**src/rtl/down_timer.sv**
```systemverilog
// -----------------------------------------------------------------------------
// down_timer
//
// Programmable down-counting timer. A start value N is loaded through a
// valid/ready handshake. The counter then decrements on every enabled cycle
// and emits a one-cycle terminal-count pulse when it expires. In one-shot
// mode the counter returns to IDLE after expiry. In periodic mode it reloads
// N and keeps running. Dropping enable pauses the count in HOLD. A new load
// may be accepted in IDLE or HOLD.
//
// Ports
//   clk          rising-edge clock
//   rst          asynchronous active-high reset
//   sclr         synchronous clear, same effect as rst on the next edge
//   load_valid   start value offered
//   load_ready   block can accept a load (IDLE or HOLD)
//   load_value   start value N
//   periodic     sampled at load accept: 1 = auto-reload, 0 = one-shot
//   enable       count-enable qualifier
//   stop         abort the current count (reload/mode retained)
//   q            current count, registered
//   busy         high in RUN or HOLD
//   tc           terminal-count pulse, one cycle, registered
// -----------------------------------------------------------------------------
module down_timer #(
    parameter int WIDTH = 20
) (
    input  logic             clk,
    input  logic             rst,
    input  logic             sclr,
    input  logic             load_valid,
    output logic             load_ready,
    input  logic [WIDTH-1:0] load_value,
    input  logic             periodic,
    input  logic             enable,
    input  logic             stop,
    output logic [WIDTH-1:0] q,
    output logic             busy,
    output logic             tc
);

    typedef enum logic [1:0] {
        ST_IDLE = 2'd0,
        ST_RUN  = 2'd1,
        ST_HOLD = 2'd2
    } state_t;

    localparam logic [WIDTH-1:0] CNT_ZERO = {WIDTH{1'b0}};
    localparam logic [WIDTH-1:0] CNT_ONE  = {{(WIDTH-1){1'b0}}, 1'b1};

    state_t           state_q,  state_d;
    logic [WIDTH-1:0] count_q,  count_d;
    logic [WIDTH-1:0] reload_q, reload_d;
    logic             mode_q,   mode_d;
    logic             tc_q,     tc_d;
    logic             load_accept_s;

    // Handshake decodes straight from the state register.
    always_comb begin
        load_ready    = (state_q != ST_RUN);
        busy          = (state_q != ST_IDLE);
        load_accept_s = load_valid && (state_q != ST_RUN);
    end

    // Next-state computation in priority order: sclr > stop > load > count.
    always_comb begin
        state_d  = state_q;
        count_d  = count_q;
        reload_d = reload_q;
        mode_d   = mode_q;
        tc_d     = 1'b0;

        if (sclr) begin
            state_d  = ST_IDLE;
            count_d  = CNT_ZERO;
            reload_d = CNT_ZERO;
            mode_d   = 1'b0;
        end else if (stop) begin
            // Abort wins over a would-be expiry; reload/mode are kept.
            state_d = ST_IDLE;
            count_d = CNT_ZERO;
        end else if (load_accept_s) begin
            // No decrement on the accepting edge; a pending expiry in HOLD
            // is simply discarded by the restart.
            state_d  = ST_RUN;
            count_d  = load_value;
            reload_d = load_value;
            mode_d   = periodic;
        end else begin
            case (state_q)
                ST_IDLE: begin
                    state_d = ST_IDLE;
                end
                ST_RUN, ST_HOLD: begin
                    if (count_q == CNT_ZERO) begin
                        // A zero load expires immediately and never
                        // free-runs, whatever the mode.
                        tc_d    = 1'b1;
                        count_d = CNT_ZERO;
                        state_d = ST_IDLE;
                    end else if (!enable) begin
                        state_d = ST_HOLD;
                    end else if (count_q == CNT_ONE) begin
                        tc_d = 1'b1;
                        if (mode_q) begin
                            count_d = reload_q;
                            state_d = ST_RUN;
                        end else begin
                            count_d = CNT_ZERO;
                            state_d = ST_IDLE;
                        end
                    end else begin
                        count_d = count_q - CNT_ONE;
                        state_d = ST_RUN;
                    end
                end
                default: begin
                    state_d = ST_IDLE;
                    count_d = CNT_ZERO;
                end
            endcase
        end
    end

    // State and datapath registers with asynchronous reset.
    always_ff @(posedge clk or posedge rst) begin
        if (rst) begin
            state_q  <= ST_IDLE;
            count_q  <= CNT_ZERO;
            reload_q <= CNT_ZERO;
            mode_q   <= 1'b0;
            tc_q     <= 1'b0;
        end else begin
            state_q  <= state_d;
            count_q  <= count_d;
            reload_q <= reload_d;
            mode_q   <= mode_d;
            tc_q     <= tc_d;
        end
    end

    assign q  = count_q;
    assign tc = tc_q;

endmodule

```
**config.mk**
```make
export PLATFORM = sky130hd
export DESIGN_NAME = down_timer
export DESIGN_NICKNAME = d
export VERILOG_FILES = /design/src/rtl/down_timer.sv
export SDC_FILE = /design/constraint.sdc
export NUM_CORES = 1
export LEC_CHECK = 0
export ABC_AREA = 1
export BUFFER_PORTS_ARGS = -buffer_cell sky130_fd_sc_hd__buf_2
export CAP_MARGIN = 0
export CORE_MARGIN = 4
export CORE_UTILIZATION = 29
export DETAILED_ROUTE_END_ITERATION = 16
export GPL_ROUTABILITY_DRIVEN = 0
export SETUP_SLACK_MARGIN = 0.5
export SLEW_MARGIN = 20
export SYNTH_ARGS = -nofsm -noshare
export SYNTH_HDL_FRONTEND = slang
export SYNTH_SLANG_ARGS = --single-unit
```
**constraint.sdc**
```tcl
create_clock -name clk -period 1.8 [get_ports clk]
set_clock_uncertainty 0.15 [all_clocks]
set_input_delay 0.18 -clock clk [delete_from_list [all_inputs] [get_ports clk]]
set_output_delay 0.18 -clock clk [all_outputs]
set_load 0.01 [all_outputs]
```
# After elaboration in Yosys (flattened, before gate mapping)
# Cells that the tools add are included.
# word_totals
word_cells,50
input_bits,27
mem_bits_rw,0
rom_bits,0
n_memories,0
latch_bits,0
regBits,44
out_inout_bits,23
# op_classes
eq_ne,7
n_lt_le_gt_ge,0
bitwise,0
n_shift,0
div,0
muxes,29
n_reduce_logical,8
multipliers,0
n_addsub,1
# op_table
cell,n
$mux W20,10
$pmux W20 S2,1
$eq A20 B1 Y1 const B,1
$logic_not A20 Y1,1
$sub A20 B1 Y20 const B,1
$mux W2,7
$mux W1,11
$ne A6 B6 Y1 const B,1
$ne A4 B4 Y1 const B,1
$reduce_and A2 Y1,2
$reduce_bool A2 Y1,2
$eq A2 B1 Y1 const B,1
$eq A2 B2 Y1 const B,1
$logic_not A2 Y1,1
$ne A2 B1 Y1 const B,1
$ne A2 B2 Y1 const B,1
$reduce_or A2 Y1,1
$logic_and A1 B1 Y1,1

# Longest topological paths before layout
# Gate-level depths: netlist of run 1.
# depth
ltp_word,8
depth_mapped,13
depth_no_buf,12

# Worst setup path after synthesis of run 1
# No wires, ideal clock.
# synth_path
path_type,register to register
startpoint,register state_q[0]
endpoint,register count_q[10] (netlist: q[10])
slack_ns,0.049
t_arrival_ns,1.485
setup_time_ns,0.116
path_buffers,1
period_less_slack_ns,1.751
t_required_ns,1.534
stages_incl_launch_ff,11
cell_sequence,dfrtp_1 -> inv_1 -> ha_1 -> nand3_1 -> nor2_1 -> nand2_4 -> o211ai_4 -> clkinv_4 -> buf_6 -> nand2_1 -> nand2_1
# synth_between
elab_chain_cells,6
word_cells_on_any_way,13
cone_classes,eq/ne (5); mux (4); reduce/logical (4)
# synth_lines
element,line_no,source
start: declaration,51,"state_t state_q, state_d;"
start signal: assignment,134,state_q <= state_d;
$eq A2 B1 Y1 / $eq A2 B2 Y1 (equally long branches),90,case (state_q)
$reduce_or A2 Y1,90,
$pmux W20 S2,90,
$mux W20,82,end else if (load_accept_s) begin
$mux W20,78,end else if (stop) begin
$mux W20,73,if (sclr) begin
end signal: assignment,135,count_q <= count_d;
end: declaration,52,"logic [WIDTH-1:0] count_q, count_d;"
# Several ways; a longest one is shown, not always the timed one.
# A chain may end at the register's enable or synchronous reset.

# Worst setup path in the final report of run 1
# layout_path
startpoint,register state_q[0]
endpoint,register count_q[7] (netlist: q[7])
# The elaborated chain is that of the path after synthesis.

==> reports/metrics.sh, run 1 <==
SW_FRAC_OF_TOTAL_PCT=34.3
CRITICALPATHCATEGORY='flop to flop'
SYNTH_AREA_SQ_UM=3040
SLEW_VIOLATIONS=0
SEQ_AREA_FRAC_SYNTH_PCT=36.2
P_SW_uW=977
FINALWORSTPATHREQUIREDPERIOD_PS=1810
HOLD_PATH_STARTPOINT='load_value[12]'
CTS_BUFFER_DEPTH=2
UTILIZATION_PCT=46.7
REGISTER_AREA_SQ_UM=1110
DRIVE_ABOVE_1_SHARE_PCT=39.2
SYNTH.AVG_CELL_AREA_SQ_UM=6.53
FIN_NETS=618
STD_CELL_CORE_AREA_SQ_UM=10300
NUMBER_OF_ENDPOINTS_FAILING_SETUP_AT_THE_FINAL_STAGE=7
MAX_CAPACITANCE_VIOLATION_TOTAL=0
FIRST_GLOBAL_VIAS=3426
SYN_TO_FINAL_GROWTH_PCT=57.9
WORST_SLEW_PIN_TRAN_PS=514
VDD_IR_DROP_MAX_V=0.000292
FILLER_CELL_COUNT=1034
CLOCK.FMAX_MHz=553
CTSHTREEMAXLEVEL=2
MIN-DELAY-PATH-CLASS='input pin to flop'
DRC=0
WORSTPATHARRIVAL_PS=1900
CTS_BUFFERS=5
SLEW_HR_PCT=65.6
SYN-NUM-NETS=498
CRIT-REG2REG-CAPTURE='q[7]$_DFFE_PP0P_'
FAILED_CHECKS='negative setup slack'
P_COMB_SHARE_PCT=35.5
HOLD-WORST-SLACK_PS=5.80
DRT_PASS1_ITERATIONS=4
IO_PINS=50
FLOORPLAN.INITIALDENSITY_PCT=29.6
ENDPOINT_KIND='flop'
GRT_FIRST_PASS_WIRELENGTH_MICRONS=16700
PATH_MAX_FANOUT=5
WIRELENGTH_PER_CELL_MICRONS=14.1
INSERTEDDIODECOUNT=0
POWER.STATIC_LEAKAGE_nW=2.60
NETLIST_INSTANCES=466
FINAL.SETUP.WORST_SLACK_PS=-9.62
FIN_CRIT_SH_PCT=101
WORST-ENDPOINT-REQUIRED_PS=1890
YS_SEQ_ELEMENTS=44
HOLD_VIOL_FINAL=0
CELLINTERNALPOWER_mW=1.88
WORST-R2R-SETUP-SLACK_PS=-10
CLOCK_LATENCY_PS=300
SYNTH_CELL_TYPE_COUNT=28
RSZ0062_AT_GRT='true'
DP_HPWL_MICRONS=7060
CTS_NUM_SINKS=44
ROUTE.VIAS.TOTAL=3435
DIE_AREA_SQ_UM=12200
GRT_MAX_DEGREE=25
TOTAL_POWER_mW=2.85
WORST_SETUP_HOLD_PATH_CLK_SLEW_PS=90
POWER_PER_CELL_AREA_nW_PER_UM2=594
MIN_DELAY_PATH_DEPTH=3
TRACK_USAGE_PCT=16.4
DETAIL_ROUTE.WIRELENGTH_MICRONS=10200
NUMBER_OF_BUFFERS_INSERTED_BY_PORT_BUFFERING=49
PWR-SHARE-CLK_PCT=27.2
DETAIL-ROUTE-ANTENNA-NETS=0
CTS_ROOT_BUFFER='sky130_fd_sc_hd__clkbuf_8'
INITIAL_ANTENNA_VIOLATION_COUNT=0
HOLDPATHEND='reload_q[12]$_DFFE_PP0P_'
R2R-START='state_q[0]$_DFF_PP0_'
SYNTH.YOSYS.WARNINGS=0
REG2REGPATHDEPTH=11
GRT_OVERFLOW=0
OUTCOME='finished with violations'
CTS_TREE='done'
FOOTPRINT_OF_THE_MULTI_INPUT_GATES_SQ_UM=2050
FP.DIEW_MICRONS=110
DIE_Y_MICRONS=110
SHARE_SEQ_OF_TOTAL_POWER_PCT=37.3
VIAS_PER_CELL=4.75
ROWS=37
DRTITER0DRC=207
WORSTSETUPSTARTPOINTTYPE='flop'
## power groups by stage
stage	registers [mW]	clock network, mW	logic (mW)
after floorplan	1.09	0	0.504
after global placement	1.08	0	0.766
after detailed placement	1.08	0	0.773
after CTS	1.06	0.791	0.938
after global routing	1.07	0.836	1.12
final	1.06	0.775	1.01
## state kept, by name, indices dropped and copies added (netlist names)
name,count
tc,1
mode_q,1
state_q,2
q,20
reload_q,20
## area by class of cell
cell class,count,area share (%)
Inverter,54,4.77
Timing Repair Buffer,128,23.5
Clock inverter,3,0.886
Sequential cell,44,23.1
Timing Repair inverter,1,0.130
Multi-Input combinational cell,352,42.6
Clock buffer,5,1.43
Tap cell,136,3.54
## per-stage QoR
step / setup slack, ps / cell area (sq um) / cells / TNS (ps)
6_report: -9.62 / 4800 / 723 / -25.4
5_1_grt: -102 / 4800 / 723 / -1750
4_1_cts: 0.676 / 4510 / 711 / 0
3_5_place_dp: -30.4 / 3850 / 677 / -96.2
3_3_place_gp: -18.6 / 3850 / 677 / -26.0
2_1_floorplan: 115 / 3180 / 466 / 0
## how the worst max path moves through the flow
stage,start,end,cells after the start
floorplan,q[9]$_DFFE_PP0P_,q[9]$_DFFE_PP0P_,11
detailed placement,q[0]$_DFFE_PP0P_,q[16]$_DFFE_PP0P_,11
global route,q[1]$_DFFE_PP0P_,q[4]$_DFFE_PP0P_,10
finish,state_q[0]$_DFF_PP0_,q[7]$_DFFE_PP0P_,11
CTS,state_q[1]$_DFF_PP0_,q[4]$_DFFE_PP0P_,9
global placement,q[0]$_DFFE_PP0P_,q[18]$_DFFE_PP0P_,11
## routing by layer
| layer | share of wire, % | global-route usage (%) | up-vias |
|---|---|---|---|
| li1 | - | - | 1699 |
| met1 | 44 | 21.4 | 1606 |
| met2 | 50 | 28.2 | 111 |
| met3 | 4.4 | 1.97 | 19 |
| met4 | 2.0 | 5.01 | 0 |
| met5 | 0 | 0 | - |
## critical path, stage by stage, from the launching register on
cell and delay, ps:
sky130_fd_sc_hd__dfrtp_1 410, sky130_fd_sc_hd__ha_2 180, sky130_fd_sc_hd__inv_2 70, sky130_fd_sc_hd__nand2_4 70, sky130_fd_sc_hd__buf_4 140, sky130_fd_sc_hd__buf_12 120, sky130_fd_sc_hd__nor2_4 160, sky130_fd_sc_hd__buf_6 150
sky130_fd_sc_hd__nand2_1 80, sky130_fd_sc_hd__o21ai_1 90, sky130_fd_sc_hd__nand2_1 70, sky130_fd_sc_hd__nand2_1 50
## cell usage in the layout, fill, tap and decap left out, types with 17 or more instances in the layout
cell type / Yosys / layout
sky130_fd_sc_hd__nand3_1: 24 / 22
sky130_fd_sc_hd__nor2_1: 56 / 38
sky130_fd_sc_hd__o21ai_1: 10 / 17
sky130_fd_sc_hd__nand2_1: 181 / 162
sky130_fd_sc_hd__buf_6: 2 / 37
sky130_fd_sc_hd__buf_2: 8 / 33
sky130_fd_sc_hd__dfrtp_1: 44 / 36
sky130_fd_sc_hd__inv_1: 53 / 40
sky130_fd_sc_hd__buf_4: 0 / 39
## cells by family (layout without fill, tap and decap cells)
logic type	Yosys count	in the layout	share of synthesized area (%)
AO/OA/AOI/OAI	55	55	10.0
XOR/XNOR	4	4	1.15
adder cells (fa/ha/maj)	5	5	2.06
buffers and inverters	71	191	9.75
flip-flops	44	44	36.2
AND/OR/NAND/NOR	287	288	40.8
## timing repair
action,4_1_cts,5_1_grt
hold buffers,10,1
pin swaps,11,7
cloned,2,1
resized for setup,95,54
hold endpoints to repair,29,1
setup buffers,14,10
setup endpoints to repair,61,63
## cells in the mapped netlist (all sizes together)
| library cell | n | area, sq um |
|---|---|---|
| nand2 | 185 | 714 |
| nor2 | 64 | 284 |
| inv | 53 | 199 |
| dfrtp | 44 | 1100 |
| o21ai | 29 | 145 |
| nand3 | 27 | 173 |
| a21oi | 18 | 90.1 |
| buf | 10 | 62.6 |
| nand4 | 9 | 56.3 |
| clkbuf | 7 | 26.3 |
| ha | 5 | 62.6 |
| o22ai | 4 | 25.0 |
| nand3b | 2 | 15.0 |
| o211ai | 2 | 28.8 |
| xnor2 | 2 | 17.5 |
| xor2 | 2 | 17.5 |
| clkinv | 1 | 8.76 |
| o21bai | 1 | 7.51 |
| o31ai | 1 | 7.51 |
No activity file was read; power rests on OpenSTA's default activity.
==> inputs of run 2 (changes only) <==
--- a/config.mk
+++ b/config.mk
@@ -12,6 +12,7 @@
 export CORE_UTILIZATION = 29
 export DETAILED_ROUTE_END_ITERATION = 16
 export GPL_ROUTABILITY_DRIVEN = 0
+export GPL_TIMING_DRIVEN = 0
 export SETUP_SLACK_MARGIN = 0.5
 export SLEW_MARGIN = 20
 export SYNTH_ARGS = -nofsm -noshare
==> run 2 against run 1 <==
The run still ends with negative setup slack left. Critical path type unchanged. Die area unchanged. Non-clock buffer count up 20. Design area up 7.1%. Worst setup slack worse by 44 ps. Cell count up 2.5%. Fmax down 2.4%. Highest routed layer unchanged. Count of clock-buffer cells in the layout unchanged.
==> reports/metrics.sh, run 2 (synthesis gave the netlist of run 1 again) <==
HOLDPATHEND='reload_q[2]$_DFFE_PP0P_'  # was reload_q[12]$_DFFE_PP0P_
MIN_DELAY_PATH_DEPTH=3  # unchanged
WORST_SLEW_PIN_TRAN_PS=745  # was 514 ps
CRIT_SLOWEST_CELL='sky130_fd_sc_hd__dfrtp_1'  # unchanged
CLOCK_LATENCY_PS=310  # was 300 ps
UTILIZATION_PCT=50.1  # was 46.7%
GRT_MAX_DEGREE=45  # was 25
WORST-R2R-SETUP-SLACK_PS=-50  # was -10 ps
NUMBER_OF_ENDPOINTS_FAILING_SETUP_AT_THE_FINAL_STAGE=16  # was 7
TRACK_USAGE_PCT=16.7  # was 16.4%
CRITICALPATHCATEGORY='flop to flop'  # unchanged
DP_HPWL_MICRONS=6920  # was 7060 microns
FAILED_CHECKS='negative setup slack'  # unchanged
WORSTPATHARRIVAL_PS=1900  # about the same
FIN_NETS=636  # was 618
RSZ0062_AT_GRT='true'  # unchanged
CTS_TREE='done'  # unchanged
TOTAL_POWER_mW=2.94  # was 2.85 mW
R2R-START='state_q[0]$_DFF_PP0_'  # unchanged
DIE_Y_MICRONS=110  # unchanged
FINALWORSTPATHREQUIREDPERIOD_PS=1850  # was 1810 ps
CRITICAL_PATH.N_BUFFERS_INVERTERS=3  # was 4
FIN_CRIT_SH_PCT=103  # was 101%
CTS_NUM_SINKS=44  # unchanged
SLEW_VIOLATIONS=0  # unchanged
CPMOSTUSEDCELL='sky130_fd_sc_hd__nand2_1'  # unchanged
POST-PLACE-WS_PS=-154  # was -30.4 ps
POWER_PER_CELL_AREA_nW_PER_UM2=571  # was 594 nW/um^2
PATH_DELAY_FAMILY='flip-flops'  # was buffers and inverters
HOLD_PATH_STARTPOINT='load_value[2]'  # was load_value[12]
INSTANCES_NO_FILL=741  # was 723
OUTCOME='finished with violations'  # unchanged
CTS_BUFFERS=5  # unchanged
COMMONEST_CELLS_AFTER_ROUTING_FILL_AND_TAPS_ASIDE='sky130_fd_sc_hd__nand2_1, sky130_fd_sc_hd__buf_6, sky130_fd_sc_hd__inv_1, sky130_fd_sc_hd__buf_2, sky130_fd_sc_hd__dfrtp_1'  # was sky130_fd_sc_hd__nand2_1, sky130_fd_sc_hd__inv_1, sky130_fd_sc_hd__buf_4, sky130_fd_sc_hd__nor2_1, sky130_fd_sc_hd__buf_6
CRIT-REG2REG-CAPTURE='q[6]$_DFFE_PP0P_'  # was q[7]$_DFFE_PP0P_
STD_CELL_CORE_AREA_SQ_UM=10300  # unchanged
FINAL_COMMON_CELL='sky130_fd_sc_hd__nand2_1'  # unchanged
IO_PINS=50  # unchanged
HOLD_VIOL_FINAL=0  # unchanged
VIAS_PER_CELL=4.74  # was 4.75
PATH_MAX_FANOUT=5  # unchanged
GRT_FIRST_PASS_WIRELENGTH_MICRONS=16900  # was 16700 microns
DRTITER0DRC=172  # was 207
REG2REGPATHDEPTH=10  # was 11
FP.DIEW_MICRONS=110  # unchanged
WORST-ENDPOINT-REQUIRED_PS=1850  # was 1890 ps
FINAL.SETUP.WORST_SLACK_PS=-54.0  # was -9.62 ps
MAX_CAPACITANCE_VIOLATION_TOTAL=0  # unchanged
SYN_TO_FINAL_GROWTH_PCT=69.1  # was 57.9%
FLOORPLAN.INITIALDENSITY_PCT=29.6  # unchanged
CTS_ROOT_BUFFER='sky130_fd_sc_hd__clkbuf_8'  # unchanged
CTS_BUFFER_DEPTH=2  # unchanged
FIN_AREA_SQ_UM=5140  # was 4800 sq um
DETAIL-ROUTE-ANTENNA-NETS=0  # unchanged
DPL-INSTANCE-AREA_SQ_UM=3590  # was 3850 sq um
SLEW_HR_PCT=50.4  # was 65.6%
DIE_AREA_SQ_UM=12200  # unchanged
CRIT_PATH_CELL_TRACE='inv_2 -> ha_4 -> nand3_4 -> nor2_4 -> nand2_4 -> o211ai_4 -> clkinv_4 -> clkbuf_16 -> nand2_1 -> nand2_1'  # was ha_2 -> inv_2 -> nand2_4 -> buf_4 -> buf_12 -> nor2_4 -> buf_6 -> nand2_1 -> o21ai_1 -> nand2_1 -> nand2_1
INSERTEDDIODECOUNT=0  # unchanged
WORST_SETUP_HOLD_PATH_CLK_SLEW_PS=90  # about the same
POWER.STATIC_LEAKAGE_nW=2.77  # was 2.60 nW
VDD_IR_DROP_MAX_V=0.000315  # was 0.000292 V
ROWS=37  # unchanged
HOLD-WORST-SLACK_PS=4.29  # was 5.80 ps
ROUTE.VIAS.TOTAL=3514  # was 3435
CLOCK.FMAX_MHz=539  # was 553 MHz
DRC=0  # unchanged
MIN-DELAY-PATH-CLASS='input pin to flop'  # unchanged
CTSHTREEMAXLEVEL=2  # unchanged
FIRST_GLOBAL_VIAS=3373  # was 3426
FIN_SETUP_TNS_PS=-344  # was -25.4 ps
DRIVE_ABOVE_1_SHARE_PCT=45.3  # was 39.2%
DRT_PASS1_ITERATIONS=5  # was 4
GRT_OVERFLOW=0  # unchanged
ENDPOINT_KIND='flop'  # unchanged
DETAIL_ROUTE.WIRELENGTH_MICRONS=10500  # was 10200 microns
WIRELENGTH_PER_CELL_MICRONS=14.2  # was 14.1 microns
PLACE_INST=650  # was 677
CP_SLOWEST_STAGE_DELAY_PS=430  # was 410 ps
NUMBER_OF_BUFFERS_INSERTED_BY_PORT_BUFFERING=48  # was 49
WORSTSETUPSTARTPOINTTYPE='flop'  # unchanged
INITIAL_ANTENNA_VIOLATION_COUNT=0  # unchanged
-- run 2: changes by cell type in the layout (fill, tap and decap cells not counted), moves of 8 or more --
cell	before	now
sky130_fd_sc_hd__nor2_1	38	29
sky130_fd_sc_hd__nand2_1	162	141
sky130_fd_sc_hd__nand2_2	7	19
sky130_fd_sc_hd__nor2_2	9	17
sky130_fd_sc_hd__buf_6	37	52
sky130_fd_sc_hd__nand2_4	16	24
sky130_fd_sc_hd__buf_4	39	28
sky130_fd_sc_hd__dlygate4sd3_1	11	20
-- run 2: worst max-delay path by stage --
stage,from,to,slack (ps),depth (start not counted)
floorplan,q[9]$_DFFE_PP0P_,q[9]$_DFFE_PP0P_,120,11
global placement,q[2]$_DFFE_PP0P_,q[13]$_DFFE_PP0P_,-150,11
detailed placement,q[2]$_DFFE_PP0P_,q[13]$_DFFE_PP0P_,-150,11
CTS,state_q[0]$_DFF_PP0_,q[12]$_DFFE_PP0P_,-10,10
global route,q[1]$_DFFE_PP0P_,q[5]$_DFFE_PP0P_,-160,12
finish,state_q[0]$_DFF_PP0_,q[6]$_DFFE_PP0P_,-50,10
-- run 2: per-layer routing --
metal	GRT usage (%)	vias up	share of wire, %
li1	-	1731	-
met1	22.1	1662	44
met2	28.1	106	50
met3	2.14	15	4.3
met4	5.25	0	1.8
met5	0	-	0
-- run 2: report_power, final --
| group | total, mW | switching, mW | internal [mW] |
|---|---|---|---|
| sequential | 1.07 | 0.0388 | 1.03 |
| clock | 0.781 | 0.370 | 0.411 |
| combinational | 1.09 | 0.605 | 0.482 |
-- run 2: layout make-up --
class / count / area (sq um)
Tap cell: 136 / 170
Timing Repair Buffer: 131 / 1170
Clock inverter: 3 / 42.5
Sequential cell: 44 / 1120
Clock buffer: 5 / 68.8
Fill cell: 967 / 5130
Multi-Input combinational cell: 351 / 2190
Inverter: 54 / 219
Buffer: 17 / 158
-- run 2: worst reg2reg max path: stages (launching register included) --
cell	delay (ps)
sky130_fd_sc_hd__dfrtp_1	430
sky130_fd_sc_hd__inv_2	60
sky130_fd_sc_hd__ha_4	280
sky130_fd_sc_hd__nand3_4	80
sky130_fd_sc_hd__nor2_4	110
sky130_fd_sc_hd__nand2_4	80
sky130_fd_sc_hd__o211ai_4	110
sky130_fd_sc_hd__clkinv_4	130
sky130_fd_sc_hd__clkbuf_16	170
sky130_fd_sc_hd__nand2_1	80
sky130_fd_sc_hd__nand2_1	50
-- run 2: repair_timing --
action | in CTS | in global routing
hold endpoints to repair | 63 | 13
cloned | 3 | 1
endpoints found under the setup margin | 49 | 58
setup buffers | 40 | 18
hold buffers | 19 | 1
pin swaps | 34 | 23
gates resized for setup | 146 | 62
==> inputs of run 3 (changes only) <==
--- a/config.mk
+++ b/config.mk
@@ -9,7 +9,7 @@
 export BUFFER_PORTS_ARGS = -buffer_cell sky130_fd_sc_hd__buf_2
 export CAP_MARGIN = 0
 export CORE_MARGIN = 4
-export CORE_UTILIZATION = 29
+export CORE_UTILIZATION = 38
 export DETAILED_ROUTE_END_ITERATION = 16
 export GPL_ROUTABILITY_DRIVEN = 0
 export GPL_TIMING_DRIVEN = 0
@@ -18,3 +18,4 @@
 export SYNTH_ARGS = -nofsm -noshare
 export SYNTH_HDL_FRONTEND = slang
 export SYNTH_SLANG_ARGS = --single-unit
+export TNS_END_PERCENT = 20
==> run 3 against run 2 <==
Combinational power fell by 10%. Worst hold slack barely moved. Via count fell by 2.9%. Register-to-register slack barely moved. Highest routed layer unchanged. The run still ends with negative setup slack left. Core utilization rose by 9.5 points. Sequential cell count did not move. Critical path type unchanged. Fmax fell by 0.61%. Global-route usage rose by 4.1 points. Sequential share of layout area rose by 2.5 points. Wire length fell by 5.0%. Worst setup slack got worse by 11 ps. Critical path depth did not move.
==> reports/metrics.sh, run 3 (synthesis gave the netlist of run 1 again) <==
OUTCOME='finished with violations'  # unchanged
FAILED_CHECKS='negative setup slack'  # unchanged
HOLD_VIOL_FINAL=0  # unchanged
VIAS_PER_CELL=5.01  # was 4.74
DPL-INSTANCE-AREA_SQ_UM=3530  # was 3590 sq um
PATH_MAX_FANOUT=7  # was 5
DETAILROUTE.WIRELENGTH.MET2_MICRONS=5150  # was 5310 microns
FIN_SETUP_TNS_PS=-280  # was -344 ps
WORST_SLEW_PIN_TRAN_PS=652  # was 745 ps
FLOORPLAN.INITIALDENSITY_PCT=39.2  # was 29.6%
NUMBER_OF_BUFFERS_INSERTED_BY_PORT_BUFFERING=48  # unchanged
CTS_BUFFERS=5  # unchanged
WORSTPATHARRIVAL_PS=1950  # was 1900 ps
CLOCK_LATENCY_PS=300  # was 310 ps
TRACK_USAGE_PCT=20.8  # was 16.7%
ROUTE.MET3.WL_MICRONS=400  # was 455 microns
R2R-START='q[8]$_DFFE_PP0P_'  # was state_q[0]$_DFF_PP0_
SLEW_HR_PCT=56.5  # was 50.4%
FIN_CRIT_SH_PCT=104  # was 103%
MET1WIRELENGTH_MICRONS=4260  # was 4590 microns
CTSHTREEMAXLEVEL=2  # unchanged
ROUTED.TOP_LAYER='met4'  # unchanged
INITIAL_ANTENNA_VIOLATION_COUNT=0  # unchanged
CP-STARTPOINT='q[8]$_DFFE_PP0P_'  # was state_q[0]$_DFF_PP0_
GRT_MAX_DEGREE=25  # was 45
CTS_NUM_SINKS=44  # unchanged
FP.DIEW_MICRONS=97.5  # was 110 microns
DIE_AREA_SQ_UM=9500  # was 12200 sq um
WORSTSETUPSTARTPOINTTYPE='flop'  # unchanged
DETAIL_ROUTE.WIRELENGTH_MICRONS=10000  # was 10500 microns
PATH_DELAY_FAMILY='simple AND/OR/NAND/NOR gates'  # was flip-flops
NUMBER_OF_ENDPOINTS_FAILING_SETUP_AT_THE_FINAL_STAGE=13  # was 16
FIN_AREA_SQ_UM=4630  # was 5140 sq um
COMMONEST_CELLS_AFTER_ROUTING_FILL_AND_TAPS_ASIDE='sky130_fd_sc_hd__nand2_1, sky130_fd_sc_hd__inv_1, sky130_fd_sc_hd__buf_2, sky130_fd_sc_hd__buf_4'  # was sky130_fd_sc_hd__nand2_1, sky130_fd_sc_hd__buf_6, sky130_fd_sc_hd__inv_1, sky130_fd_sc_hd__buf_2, sky130_fd_sc_hd__dfrtp_1
ROUTE.VIAS.TOTAL=3413  # was 3514
SYN_TO_FINAL_GROWTH_PCT=52.2  # was 69.1%
WIRELENGTH_PER_CELL_MICRONS=14.7  # was 14.2 microns
PLACE_INST=617  # was 650
IO_PINS=50  # unchanged
MIN-DELAY-PATH-CLASS='input pin to flop'  # unchanged
CP_SLOWEST_STAGE_DELAY_PS=440  # was 430 ps
HOLD-WORST-SLACK_PS=4.77  # was 4.29 ps
CRITICALPATHCATEGORY='flop to flop'  # unchanged
CTS_TREE='done'  # unchanged
FINALWORSTPATHREQUIREDPERIOD_PS=1870  # was 1850 ps
UTILIZATION_PCT=59.6  # was 50.1%
HOLD_PATH_STARTPOINT='enable'  # was load_value[2]
FIRST_GLOBAL_VIAS=3419  # was 3373
WORST-ENDPOINT-REQUIRED_PS=1890  # was 1850 ps
CLOCK.FMAX_MHz=536  # was 539 MHz
GRT_FIRST_PASS_WIRELENGTH_MICRONS=16100  # was 16900 microns
CTS_ROOT_BUFFER='sky130_fd_sc_hd__clkbuf_8'  # unchanged
CRIT_SLOWEST_CELL='sky130_fd_sc_hd__dfrtp_2'  # was sky130_fd_sc_hd__dfrtp_1
POWER.STATIC_LEAKAGE_nW=2.52  # was 2.77 nW
CRIT_PATH_CELL_TRACE='nor2_4 -> nand2_4 -> nor2_8 -> nand3_4 -> buf_2 -> nand2_1 -> nand2_1 -> o21ai_2 -> nand2_2 -> nand2_1'  # was inv_2 -> ha_4 -> nand3_4 -> nor2_4 -> nand2_4 -> o211ai_4 -> clkinv_4 -> clkbuf_16 -> nand2_1 -> nand2_1
FINAL_COMMON_CELL='sky130_fd_sc_hd__nand2_1'  # unchanged
DRTITER0DRC=188  # was 172
STD_CELL_CORE_AREA_SQ_UM=7770  # was 10300 sq um
DP_HPWL_MICRONS=6990  # was 6920 microns
FIN_NETS=610  # was 636
POWER_PER_CELL_AREA_nW_PER_UM2=628  # was 571 nW/um^2
CTS_BUFFER_DEPTH=2  # unchanged
ENDPOINT_KIND='flop'  # unchanged
VDD_IR_DROP_MAX_V=0.000480  # was 0.000315 V
DIE_Y_MICRONS=97.5  # was 110 microns
INSTANCES_NO_FILL=681  # was 741
MAX_CAPACITANCE_VIOLATION_TOTAL=0  # unchanged
FILLER_CELL_COUNT=710  # was 967
INSERTEDDIODECOUNT=0  # unchanged
DRC=0  # unchanged
DRIVE_ABOVE_1_SHARE_PCT=40.8  # was 45.3%
FINAL.SETUP.WORST_SLACK_PS=-65.3  # was -54.0 ps
WORST_SETUP_HOLD_PATH_CLK_SLEW_PS=90  # about the same
GRT_OVERFLOW=0  # unchanged
RSZ0062_AT_GRT='true'  # unchanged
DRT_PASS1_ITERATIONS=4  # was 5
CPMOSTUSEDCELL='sky130_fd_sc_hd__nand2_1'  # unchanged
SLEW_VIOLATIONS=0  # unchanged
ROWS=32  # was 37
DETAIL-ROUTE-ANTENNA-NETS=0  # unchanged
CRITICAL_PATH.N_BUFFERS_INVERTERS=1  # was 3
==> run 3: metrics by stage <==
| stage | worst slack [ps] | power, mW |
|---|---|---|
| after floorplan | 115 | 1.58 |
| after detailed placement | -197 | 1.78 |
| after global placement | -391 | 1.77 |
| after CTS | -27.4 | 2.83 |
| after global routing | -150 | 3.07 |
| final | -65.3 | 2.91 |
==> run 3: metal layers <==
metal / vias to the layer above / GRT usage (%)
met5: - / 0
met4: 0 / 6.07
met3: 18 / 3.30
met2: 89 / 36.0
met1: 1623 / 26.6
li1: 1683 / -
==> run 3: path summary, 6_finish.rpt <==
path | end | slack [ps] | depth (start not counted)
setup / recovery | q[6]$_DFFE_PP0P_ | -70 | 10
hold / removal | tc$_DFF_PP0_ | 5 | 3
setup reg to reg | q[6]$_DFFE_PP0P_ | -70 | 10
hold reg to reg | reload_q[3]$_DFFE_PP0P_ | 390 | 2
max in group asynchronous | q[8]$_DFFE_PP0P_ | 700 | 4
min in group asynchronous | tc$_DFF_PP0_ | 280 | 3
==> run 3: area by class of cell <==
class	instances	area [sq um]	share of cell area [%]
Tap cell	102	128	2.76
Sequential cell	44	1120	24.2
Timing Repair Buffer	105	881	19.0
Multi-Input combinational cell	351	2020	43.6
Inverter	54	213	4.60
Buffer	17	144	3.11
Clock buffer	7	96.3	2.08
Clock inverter	1	30.0	0.649
==> run 3: tightest hold or removal path, stage by stage <==
cell and delay, ps:
sky130_fd_sc_hd__buf_2 130, sky130_fd_sc_hd__nand2_1 60, sky130_fd_sc_hd__a21oi_1 60
==> run 3: power breakdown <==
group / total (mW) / switching (mW) / internal [mW]
Clock: 0.862 / 0.372 / 0.491
Sequential: 1.06 / 0.0336 / 1.03
Combinational: 0.981 / 0.563 / 0.419
==> run 3: timing repair <==
action                                 in CTS  in global routing
cloned                                      1                  2
setup endpoints to repair                  46                 64
hold buffers                                3                  2
buffers inserted                           39                  9
pin swaps                                  31                 17
gates resized for setup                    94                 54
endpoints found under the hold margin      22                  2
